## src/rtl/micro_sequencer.sv

```systemverilog
// Microstep sequencer: alternates the NXI fetch microprogram with the latched opcode's
// microprogram, stalls on WAIT_* handshakes, and halts on HLT_CLK.
package micro_sequencer_pkg;
  typedef enum logic [4:0] {
    NXI, ATB, GPU, WFT, WMT, WUT, WDD, HLT, LDA, CPY
  } Opcode_enum;

  typedef enum logic [4:0] {
    NOP, ENDMICRO, HLT_CLK, WAIT_GPU, WAIT_MT, WAIT_UT, WAIT_FT, WAIT_DD,
    START_GPU, RAM_to_IR, PC_to_MAR, PC_INC, A_to_B, RAM_to_A, MAR_LOAD
  } Microcode_enum;
endpackage

module micro_sequencer
  import micro_sequencer_pkg::*;
#(
  parameter int CYCLE_W   = 6,
  parameter int MAX_CYCLE = 63
) (
  input  logic               clk,
  input  logic               rst,
  input  logic               run,
  input  Microcode_enum      ucode,
  input  Opcode_enum         ir_opcode,
  input  logic               gpu_busy,
  input  logic               ms_busy,
  input  logic               us_busy,
  input  logic               frame_tick,
  input  logic               bcd_busy,
  output Opcode_enum         operation,
  output logic [CYCLE_W-1:0] cycle,
  output logic               ucode_en,
  output logic               instr_done,
  output logic               halted,
  output logic               overrun
);
  typedef enum logic [1:0] {FETCH, EXEC, HALT} state_t;

  localparam logic [CYCLE_W-1:0] LAST = CYCLE_W'(MAX_CYCLE);

  state_t             state, state_nxt;
  Opcode_enum         op_nxt;
  logic [CYCLE_W-1:0] cycle_nxt;
  logic               done_nxt, overrun_nxt;
  logic               stall, active;

  always_comb begin
    stall = 1'b0;
    case (ucode)
      WAIT_GPU: stall = gpu_busy;
      WAIT_MT:  stall = ms_busy;
      WAIT_UT:  stall = us_busy;
      WAIT_FT:  stall = !frame_tick;
      WAIT_DD:  stall = bcd_busy;
      default:  stall = 1'b0;
    endcase
  end

  assign active   = run && (state != HALT);
  // ENDMICRO only moves the sequencer; it never strobes the datapath.
  assign ucode_en = active && !stall && (ucode != ENDMICRO);
  assign halted   = (state == HALT);

  always_comb begin
    state_nxt   = state;
    op_nxt      = operation;
    cycle_nxt   = cycle;
    done_nxt    = 1'b0;
    overrun_nxt = overrun;
    if (active && !stall) begin
      if (ucode == ENDMICRO) begin
        cycle_nxt = '0;
        if (state == FETCH) begin
          state_nxt = EXEC;
          op_nxt    = ir_opcode;
        end else begin
          state_nxt = FETCH;
          op_nxt    = NXI;
          done_nxt  = 1'b1;
        end
      end else if (ucode == HLT_CLK) begin
        state_nxt = HALT;
      end else if (cycle == LAST) begin
        // Runaway microprogram: abandon it and refetch rather than wrap.
        overrun_nxt = 1'b1;
        state_nxt   = FETCH;
        op_nxt      = NXI;
        cycle_nxt   = '0;
      end else begin
        cycle_nxt = cycle + 1'b1;
      end
    end
  end

  always_ff @(posedge clk) begin
    if (rst) begin
      state      <= FETCH;
      operation  <= NXI;
      cycle      <= '0;
      instr_done <= 1'b0;
      overrun    <= 1'b0;
    end else begin
      state      <= state_nxt;
      operation  <= op_nxt;
      cycle      <= cycle_nxt;
      instr_done <= done_nxt;
      overrun    <= overrun_nxt;
    end
  end
endmodule
```

## config.mk

```make
export PLATFORM = sky130hd
export DESIGN_NAME = micro_sequencer
export DESIGN_NICKNAME = d
export VERILOG_FILES = /design/src/rtl/micro_sequencer.sv
export SDC_FILE = /design/constraint.sdc
export NUM_CORES = 1
export LEC_CHECK = 0
export CORE_MARGIN = 2
export CORE_UTILIZATION = 30
export CTS_CLUSTER_SIZE = 20
export DETAILED_ROUTE_END_ITERATION = 7
export PLACE_DENSITY_LB_ADDON = 0.05
export SYNTH_ARGS = -nofsm -noshare
export SYNTH_HDL_FRONTEND = slang
export SYNTH_SLANG_ARGS = --single-unit
```

## constraint.sdc

```tcl
create_clock -name clk -period 2.04 [get_ports clk]
set_input_delay 0.408 -clock clk [delete_from_list [all_inputs] [get_ports clk]]
set_output_delay 0.408 -clock clk [all_outputs]
set_load 0.005 [all_outputs]
```

==> run summary, run 1 <==
Status: completed
Vias in the first global route: 807
Fin nets: 168
Combinational Power Share: 19.7%
Crit path buffers/inverters: 3
Synth top area share: 36.2%
Initial antenna violation count: 0
Worst hold path endpoint: operation[3]
Synthesized area: 830 sq um
Diode count: 0
Reg-to-reg startpoint: state[1]
Post-synth top area cell: dfxtp_1
Avg Cell Area, Syn: 8.73 sq um
Final Instance Area: 0.00136 sq mm
Crit-path slowest cell: clkdlybuf4s50_1
Clk buf depth: 2
R2R cell count: 7
Post-DR wirelength/cell: 11.5 microns
R2r setup slk: 0.27 ns
Crit share post-route: 95.6%
Final-report hold violation count: 0
Synth unique cells: 33
Fmax: 0.513 GHz
Area delta synth->final: 63.6%
Final setup viols: 0
Detailed-route via count: 881
Core area: 0.00269 sq mm
Total GRT Usage: 13.4%
CTS buffer count: 3
DPL Wire Length: 1620 microns
Data required time of the worst path: 1.63 ns
Flop pwr share: 51.2%
Reg area: 300 sq um
Pre-CTS setup slack: -0.682 ns
XOR/XNOR Fraction of Synth Area: 0%
CP max FO: 2
Max-cap viol count: 0
Critical-path cell list: clkdlybuf4s50_1 > inv_1 > a311oi_4 > nand3_4 > nor2_2 > buf_2
Post-synthesis cell count: 95
Top delay family on crit path: buffers and inverters
Placed Cells: 172
Crit path time final: 1.95 ns
H-tree levels: 1
Hold Startpoint: operation[3]
Share of layout cells above drive strength 1: 24.3%
Initial Utilization: 30.9%
Largest family of logic cells by synthesized area: simple AND/OR/NAND/NOR gates
Final-layout fill cell count: 267
Overall die area: 0.00320 sq mm
Die Wd: 56.6 microns
PwrDens: 434 mW/mm^2
Hold Buf Count CTS: 0
Clock Latency Late Sink: 0.28 ns
Clock power share: 29.1%
Placed Area: 0.00130 sq mm
Area contributors post-synth: dfxtp_1, mux2i_1, nand2_1
Final WL: 2060 microns
Synth Area in Simple Gates: 36.5%
Adder-cell share of the synthesized area: 1.51%
Worst EP arrival: 1.54 ns
Crit path launch type: input port
First-pass GRT wire length: 3410 microns
Drt drc: 0
Post-synthesis compound-gate area fraction: 13.0%
Slew Limit Fails: 0
RR Endpoint: state[0]
Sw Share: 24.8%
PnR worst setup slack: 0.0895 ns
Mux share of post-synthesis cell area: 10.6%
Via density: 4.92
Port bufs: 32
Kind of critical path: in2out
Row Count: 19
Final Instance Count excl. Fillers: 179
Pint: 0.443 mW
Worst slew pin tran: 0.359 ns
Mapped Nets: 114
Seq/Total Area, Yosys: 36.2%
Hold depth: 2
Clk sinks: 15
CP endpoint kind: primary output
Critical path's largest stage delay: 0.45 ns
Final GP Congestion: 0.763
Number of synthesized register bits: 15
CTS root buf: clkbuf_4
Die Span Y: 56.6 microns
Final clock skew: 0.00787 ns
TNS Setup: 0 ns
Final Power: 0.589 mW
Warnings, synthesis: 0
Max VDD drop: 285 uV
CTS clk-pin slew, worst paths: 0.09 ns
Grt total ovfl: 0
Multi-input gate area: 526 sq um
Drt first pass iters: 4
Max_slew headroom: 75.9%
P_sw: 0.146 mW
Leakage power: 0.492 nW
CTS tree: yes
DR iter-0 viols: 17
RSZ-0062 raised after global routing: false
Hold Path Class: reg2reg
Pin count of the biggest net entering global routing: 15
Ports: 33
Final ANT Viol Nets: 0
-- Yosys cell counts --
library cell and n:
dfxtp_1 15, nand2_1 12, a21oi_1 7, nand2b_1 7, nor2_1 7, mux2i_1 5, nand3_1 5, inv_1 3
o21ai_0 3, clkbuf_1 2, nand3b_1 2, nor2b_1 2, nor3_1 2, nor4_1 2, o32ai_1 2, or3_1 2
a311oi_4 1, a31oi_1 1, and2_2 1, and3_2 1, ha_1 1, mux2_1 1, mux2_2 1, mux2_4 1
nand3_4 1, nand4_1 1, nand4b_1 1, nor3b_4 1, nor4_2 1, nor4b_1 1, o31ai_1 1, or2_0 1
or2_2 1
-- metrics by stage --
stage               util, %  hold WS (ns)
global route           50.5         0.502
CTS                    50.4         0.483
floorplan                 -         0.461
detailed placement     48.4         0.466
global placement       48.4         0.457
finish                 50.5         0.475
-- worst min-delay path: stages (launching register included) --
cell	delay, ns
dfxtp_1	0.32
nand2b_1	0.06
mux2i_1	0.06
-- layout by cell type, fill, tap and decap left out, drive strengths merged, types with 3 or more instances in the layout --
master / Yosys / layout
buf: 0 / 20
nand2: 12 / 12
nor4: 3 / 3
nand2b: 7 / 7
inv: 3 / 3
nand3: 6 / 6
dlygate4sd2: 0 / 4
o21ai: 3 / 3
nor2: 7 / 7
mux2: 3 / 3
dfxtp: 15 / 15
clkbuf: 2 / 5
a21oi: 7 / 7
mux2i: 5 / 5
clkdlybuf4s50: 0 / 24
-- worst max path at each step --
| stage | startpoint | endpoint | slack [ns] | cells past startpoint |
|---|---|---|---|---|
| 2_1_floorplan | ucode[0] | operation[0] | 0.23 | 5 |
| 3_3_place_gp | ucode[0] | ucode_en | -0.65 | 6 |
| 3_5_place_dp | ucode[0] | ucode_en | -0.68 | 6 |
| 4_1_cts | ucode[0] | ucode_en | 0.03 | 6 |
| 5_1_grt | bcd_busy | ucode_en | 0.01 | 6 |
| 6_report | run | ucode_en | 0.09 | 6 |
-- state kept, by name (all words and copies together) (netlist names) --
| register | cells |
|---|---|
| instr_done | 1 |
| cycle | 6 |
| overrun | 1 |
| state | 2 |
| operation | 5 |
-- layout make-up --
class                           instances  share of cell area [%]
Multi-Input combinational cell         75                    38.7
Inverter                                3                   0.829
Timing Repair Buffer                   51                    33.5
Tap cell                               31                    2.86
Clock buffer                            4                    1.94
Sequential cell                        15                    22.1
-- power groups by stage --
stage	clock [mW]	sequential, mW	combinational [mW]
floorplan	0	0.308	0.0414
global placement	0	0.308	0.114
detailed placement	0	0.308	0.115
CTS	0.180	0.301	0.117
global route	0.195	0.302	0.126
finish	0.171	0.301	0.116
-- kinds of logic after synthesis --
family / count (synthesis)
AND/OR/NAND/NOR: 51
AO/OA/AOI/OAI: 15
flip-flops: 15
multiplexers: 8
buffers and inverters: 5
adder cells (fa/ha/maj): 1
-- per-layer routing --
layer  global-route usage, %  wire length [microns]  vias up
met3                    3.46                    131        4
met4                    6.12                     42        0
li1                        -                      -      446
met2                    20.4                    920       25
met5                       0                      0        -
met1                    17.5                    966      406
-- timing repair --
action,in CTS,in global routing
hold endpoints to repair,0,0
cloned,0,0
pin swaps,4,4
gates resized for setup,15,5
setup buffers,3,0
endpoints found under the setup margin,12,6
Note: power is estimated with default switching activity, not from simulation.
==> run 2, diff against run 1 <==
--- a/config.mk
+++ b/config.mk
@@ -10,6 +10,7 @@
 export CTS_CLUSTER_SIZE = 20
 export DETAILED_ROUTE_END_ITERATION = 7
 export PLACE_DENSITY_LB_ADDON = 0.05
+export SETUP_SLACK_MARGIN = 0.2
 export SYNTH_ARGS = -nofsm -noshare
 export SYNTH_HDL_FRONTEND = slang
 export SYNTH_SLANG_ARGS = --single-unit
==> run 2 against run 1 <==
Effect of this change: flip-flop and latch count unchanged; wire length increased by 4.2%; first-iteration DRC count decreased by 35%; utilization increased by 1.8 points; clock-buffer cell count unchanged; sequential share of layout area decreased by 0.66 points; worst hold slack about the same; die area unchanged; maximum frequency increased by 5.5%; clock power about the same; non-clock buffer count increased by 3; cell count increased by 1.7%; critical path type unchanged.
==> run summary, run 2 (synthesis gave the netlist of run 1 again) <==
Status: completed (unchanged)
Total GRT Usage: 13.6% (was 13.4%)
Area delta synth->final: 69.4% (was 63.6%)
Top reg by flops: cycle (unchanged)
First-pass GRT wire length: 3490 microns (was 3410 microns)
Leakage power: 0.524 nW (was 0.492 nW)
CP endpoint kind: primary output (unchanged)
Clk buf depth: 2 (unchanged)
Pin count of the biggest net entering global routing: 15 (unchanged)
RR Endpoint: state[0] (unchanged)
Overall die area: 0.00320 sq mm (unchanged)
CTS buffer count: 3 (unchanged)
Ports: 33 (unchanged)
Final WL: 2150 microns (was 2060 microns)
Max_slew headroom: 78.9% (was 75.9%)
Max-cap viol count: 0 (unchanged)
Pint: 0.447 mW (was 0.443 mW)
Final-layout fill cell count: 262 (was 267)
CTS tree: yes (unchanged)
Most frequent cells in the layout: clkdlybuf4s50_1, buf_4, dfxtp_1 (unchanged)
Combinational Power Share: 21.0% (was 19.7%)
Die Span Y: 56.6 microns (unchanged)
Crit path time final: 1.85 ns (was 1.95 ns)
Worst hold path endpoint: operation[3] (unchanged)
Max VDD drop: 285 uV (about the same)
Crit path launch type: input port (unchanged)
Data required time of the worst path: 1.63 ns (about the same)
TNS Setup: 0 ns (unchanged)
Final setup viols: 0 (unchanged)
Final-report hold violation count: 0 (unchanged)
Hold depth: 2 (unchanged)
Clock Latency Late Sink: 0.28 ns (about the same)
Final GP Congestion: 0.763 (unchanged)
Top flop regs: cycle: 6 flops, operation: 5 flops, state: 2 flops (unchanged)
Drt drc: 0 (unchanged)
Share of layout cells above drive strength 1: 33.1% (was 24.3%)
Kind of critical path: in2out (unchanged)
Reg-to-reg startpoint: state[0] (was state[1])
Die Wd: 56.6 microns (unchanged)
Row Count: 19 (unchanged)
Hold Startpoint: operation[3] (unchanged)
RSZ-0062 raised after global routing: true (was false)
Via density: 4.86 (was 4.92)
P_sw: 0.152 mW (was 0.146 mW)
Final ANT Viol Nets: 0 (unchanged)
Clk sinks: 15 (unchanged)
DR iter-0 viols: 11 (was 17)
Max reg flops: 6 (unchanged)
Port bufs: 32 (unchanged)
CP max FO: 2 (unchanged)
Pre-CTS setup slack: -0.682 ns (unchanged)
Worst slew pin tran: 0.316 ns (was 0.359 ns)
Initial antenna violation count: 0 (unchanged)
Flop pwr share: 50.3% (was 51.2%)
Fin nets: 171 (was 168)
Placed Area: 0.00130 sq mm (unchanged)
PwrDens: 426 mW/mm^2 (was 434 mW/mm^2)
Detailed-route via count: 885 (was 881)
R2R cell count: 7 (unchanged)
DPL Wire Length: 1620 microns (unchanged)
Final Power: 0.599 mW (was 0.589 mW)
H-tree levels: 1 (unchanged)
Slew Limit Fails: 0 (unchanged)
CTS root buf: clkbuf_4 (unchanged)
Final Instance Area: 0.00141 sq mm (was 0.00136 sq mm)
Clock power share: 28.7% (was 29.1%)
Commonest non-fill, non-tap cell in the layout: clkdlybuf4s50_1 (unchanged)
Layout Utilization: 52.3% (was 50.5%)
Fmax: 0.541 GHz (was 0.513 GHz)
Final clock skew: 0.00827 ns (was 0.00787 ns)
R2r setup slk: 0.28 ns (was 0.27 ns)
Grt total ovfl: 0 (unchanged)
Drt first pass iters: 7 (was 4)
CTS clk-pin slew, worst paths: 0.09 ns (about the same)
Initial Utilization: 30.9% (unchanged)
Post-DR wirelength/cell: 11.8 microns (was 11.5 microns)
Sw Share: 25.3% (was 24.8%)
PnR worst setup slack: 0.192 ns (was 0.0895 ns)
Crit share post-route: 90.6% (was 95.6%)
Hold Path Class: reg2reg (unchanged)
Core area: 0.00269 sq mm (unchanged)
Worst EP arrival: 1.44 ns (was 1.54 ns)
Vias in the first global route: 795 (was 807)
Diode count: 0 (unchanged)
[run 2: worst max-delay path, stage by stage]
cell      delay, ns
buf_6          0.09
mux2_4         0.30
a311oi_4       0.34
nand3_4        0.11
nor2_2         0.08
buf_2          0.11
[run 2: power by group through the flow]
stage	Combinational (mW)	Sequential, mW	Clock, mW
2_1_floorplan	0.0414	0.308	0
3_3_place_gp	0.114	0.308	0
3_5_place_dp	0.115	0.308	0
4_1_cts	0.123	0.301	0.180
5_1_grt	0.136	0.302	0.195
6_report	0.126	0.301	0.172
[run 2: timing repair]
| item | CTS | global route |
|---|---|---|
| pin swaps | 6 | 5 |
| hold buffers | 0 | 0 |
| endpoints found under the setup margin | 17 | 13 |
| buffers inserted | 5 | 1 |
| gates resized for setup | 39 | 7 |
[run 2: worst max path at each step]
stage                     startpoint            to  slack (ns)
after floorplan             ucode[0]  operation[0]        0.23
after global placement      ucode[0]      ucode_en       -0.65
after detailed placement    ucode[0]      ucode_en       -0.68
after CTS                   ucode[0]      ucode_en        0.20
after global routing        ucode[0]      ucode_en        0.13
final                       ucode[0]      ucode_en        0.19
[run 2: routing by layer]
layer	track usage, %	routed length (microns)	vias up
met1	17.8	979	401
met5	0	0	-
met2	21.9	986	30
met4	4.08	21	0
li1	-	-	452
met3	3.69	158	2
[run 2: cell type report]
class | instances | area [sq um] | area share [%]
clock buffer | 4 | 26.3 | 1.87
inverter | 3 | 11.3 | 0.801
multi-input combinational | 75 | 566 | 40.2
sequential | 15 | 302 | 21.5
tap | 31 | 38.8 | 2.76
timing repair buffer | 54 | 462 | 32.9
[run 2: metrics by stage]
stage | hold slack, ns | instances
6_report | 0.475 | 182
5_1_grt | 0.502 | 182
4_1_cts | 0.483 | 181
3_5_place_dp | 0.466 | 172
3_3_place_gp | 0.457 | 172
2_1_floorplan | 0.461 | 95
==> run 3, diff against run 2 <==
--- a/config.mk
+++ b/config.mk
@@ -9,7 +9,7 @@
 export CORE_UTILIZATION = 30
 export CTS_CLUSTER_SIZE = 20
 export DETAILED_ROUTE_END_ITERATION = 7
-export PLACE_DENSITY_LB_ADDON = 0.05
+export GPL_ROUTABILITY_DRIVEN = 0
 export SETUP_SLACK_MARGIN = 0.2
 export SYNTH_ARGS = -nofsm -noshare
 export SYNTH_HDL_FRONTEND = slang
==> run 3 against run 2 <==
Effect of this change: clock power decreased by 2%; clock-buffer cell count unchanged; first-iteration DRC count decreased by 18%; clock skew decreased by 0.0061 ns; critical path depth unchanged; die area unchanged.
==> run summary, run 3 (synthesis gave the netlist of run 1 again) <==
Worst slew pin tran: 0.309 ns (was 0.316 ns)
Hold Path Class: reg2reg (unchanged)
CTS tree: yes (unchanged)
RR Endpoint: operation[2] (was state[0])
Die Span Y: 56.6 microns (unchanged)
Detailed-route via count: 898 (was 885)
CTS clk-pin slew, worst paths: 0.08 ns (was 0.09 ns)
Via density: 4.93 (was 4.86)
Slew Limit Fails: 0 (unchanged)
Reg-to-reg startpoint: state[1] (was state[0])
DPL Wire Length: 1730 microns (was 1620 microns)
Initial Utilization: 30.9% (unchanged)
Drt first pass iters: 3 (was 7)
Placed Area: 0.00132 sq mm (was 0.00130 sq mm)
Max VDD drop: 293 uV (was 285 uV)
Drt drc: 0 (unchanged)
Final Instance Count excl. Fillers: 182 (unchanged)
Placed Cells: 174 (was 172)
Area delta synth->final: 69.8% (was 69.4%)
Status: completed (unchanged)
Top reg by flops: cycle (unchanged)
Max_slew headroom: 79.3% (was 78.9%)
Clk sinks: 15 (unchanged)
Top flop regs: cycle: 6 flops, operation: 5 flops, state: 2 flops (unchanged)
CP endpoint kind: primary output (unchanged)
End point of the critical path: ucode_en (unchanged)
Share of layout cells above drive strength 1: 33.1% (unchanged)
Kind of critical path: in2out (unchanged)
Most frequent cells in the layout: clkdlybuf4s50_1, buf_4, dfxtp_1 (unchanged)
CP max FO: 2 (unchanged)
Critical path launch point: ucode[0] (unchanged)
Final WL: 2200 microns (was 2150 microns)
Post-DR wirelength/cell: 12.1 microns (was 11.8 microns)
Data required time of the worst path: 1.63 ns (about the same)
Total GRT Usage: 15.1% (was 13.6%)
DR WL met3: 101 microns (was 158 microns)
TNS Setup: 0 ns (unchanged)
Diode count: 0 (unchanged)
First-pass GRT wire length: 3750 microns (was 3490 microns)
Row Count: 19 (unchanged)
R2r setup slk: 0.31 ns (was 0.28 ns)
Overall die area: 0.00320 sq mm (unchanged)
CTS buffer count: 3 (unchanged)
Fmax: 0.545 GHz (was 0.541 GHz)
CTS root buf: clkbuf_4 (unchanged)
Pin count of the biggest net entering global routing: 11 (was 15)
Vias in the first global route: 929 (was 795)
Crit path launch type: input port (unchanged)
Max-cap viol count: 0 (unchanged)
Port bufs: 32 (unchanged)
Fin nets: 171 (unchanged)
Hold Buf Count CTS: 0 (unchanged)
Crit share post-route: 89.9% (was 90.6%)
Max Used Layer: met4 (unchanged)
Clock Latency Late Sink: 0.28 ns (about the same)
Die Wd: 56.6 microns (unchanged)
Initial antenna violation count: 0 (unchanged)
Clk buf depth: 2 (unchanged)
Final-report hold violation count: 0 (unchanged)
Met1 wire length: 853 microns (was 979 microns)
PwrDens: 422 mW/mm^2 (was 426 mW/mm^2)
Crit path time final: 1.83 ns (was 1.85 ns)
Final clock skew: 0.00214 ns (was 0.00827 ns)
R2R cell count: 8 (was 7)
Max reg flops: 6 (unchanged)
Grt total ovfl: 0 (unchanged)
Final setup viols: 0 (unchanged)
Hold Startpoint: operation[0] (was operation[3])
Final Instance Area: 0.00141 sq mm (about the same)
Leakage power: 0.543 nW (was 0.524 nW)
Final ANT Viol Nets: 0 (unchanged)
DR WL met2: 1210 microns (was 986 microns)
Ports: 33 (unchanged)
Commonest non-fill, non-tap cell in the layout: clkdlybuf4s50_1 (unchanged)
RSZ-0062 raised after global routing: true (unchanged)
Worst EP arrival: 1.43 ns (was 1.44 ns)
Core area: 0.00269 sq mm (unchanged)
H-tree levels: 1 (unchanged)
DR iter-0 viols: 9 (was 11)
## run 3: cell count changes in the layout (fill, tap and decap cells not counted), moves of 3 or more
cell / previous run / this run
buf_6: 3 / 6
clkbuf_2: 2 / 6
buf_4: 20 / 17
buf_2: 4 / 1
## run 3: where the power goes
group	leakage, nW	switching, mW	internal, mW
Clock	0.0150	0.0917	0.0759
Sequential	0.122	0.00468	0.297
Combinational	0.406	0.0518	0.0745
Total	0.543	0.148	0.447
## run 3: worst min path at each step
stage | endpoint | slack, ns | depth (start not counted)
after floorplan | overrun | 0.46 | 2
after global placement | operation[3] | 0.46 | 2
after detailed placement | overrun | 0.47 | 2
after CTS | operation[3] | 0.49 | 2
after global routing | operation[3] | 0.49 | 2
final | operation[0] | 0.48 | 2
## run 3: critical path, cell delays in order
cell,delay [ns]
buf_6,0.09
mux2_4,0.30
a311oi_4,0.27
nand3_4,0.11
nor2_2,0.12
buf_2,0.12
## run 3: layout make-up
class / instances / area [sq um]
Inverter: 3 / 11.3
Tap cell: 31 / 38.8
Fill cell: 266 / 1280
Multi-Input combinational cell: 75 / 561
Timing Repair Buffer: 54 / 469
Sequential cell: 15 / 303
Clock buffer: 4 / 26.3
## run 3: what timing repair did
item | CTS | global route
buffers inserted | 3 | 1
setup endpoints to repair | 17 | 8
resized for setup | 34 | 15
pin swaps | 7 | 1
## run 3: routing by layer
layer	up-vias	track usage (%)
met5	-	0
met4	0	9.18
met3	4	3.00
met2	25	27.7
met1	415	15.3
li1	454	-
## run 3: per-stage QoR
step | hold slack, ns | setup WS [ns] | total power [mW] | util (%)
4_1_cts | 0.488 | 0.180 | 0.599 | 52.1
2_1_floorplan | 0.461 | 0.234 | 0.349 | -
6_report | 0.479 | 0.205 | 0.595 | 52.4
5_1_grt | 0.493 | 0.164 | 0.628 | 52.4
3_5_place_dp | 0.471 | -0.650 | 0.424 | 49.0
3_3_place_gp | 0.460 | -0.639 | 0.421 | 49.0
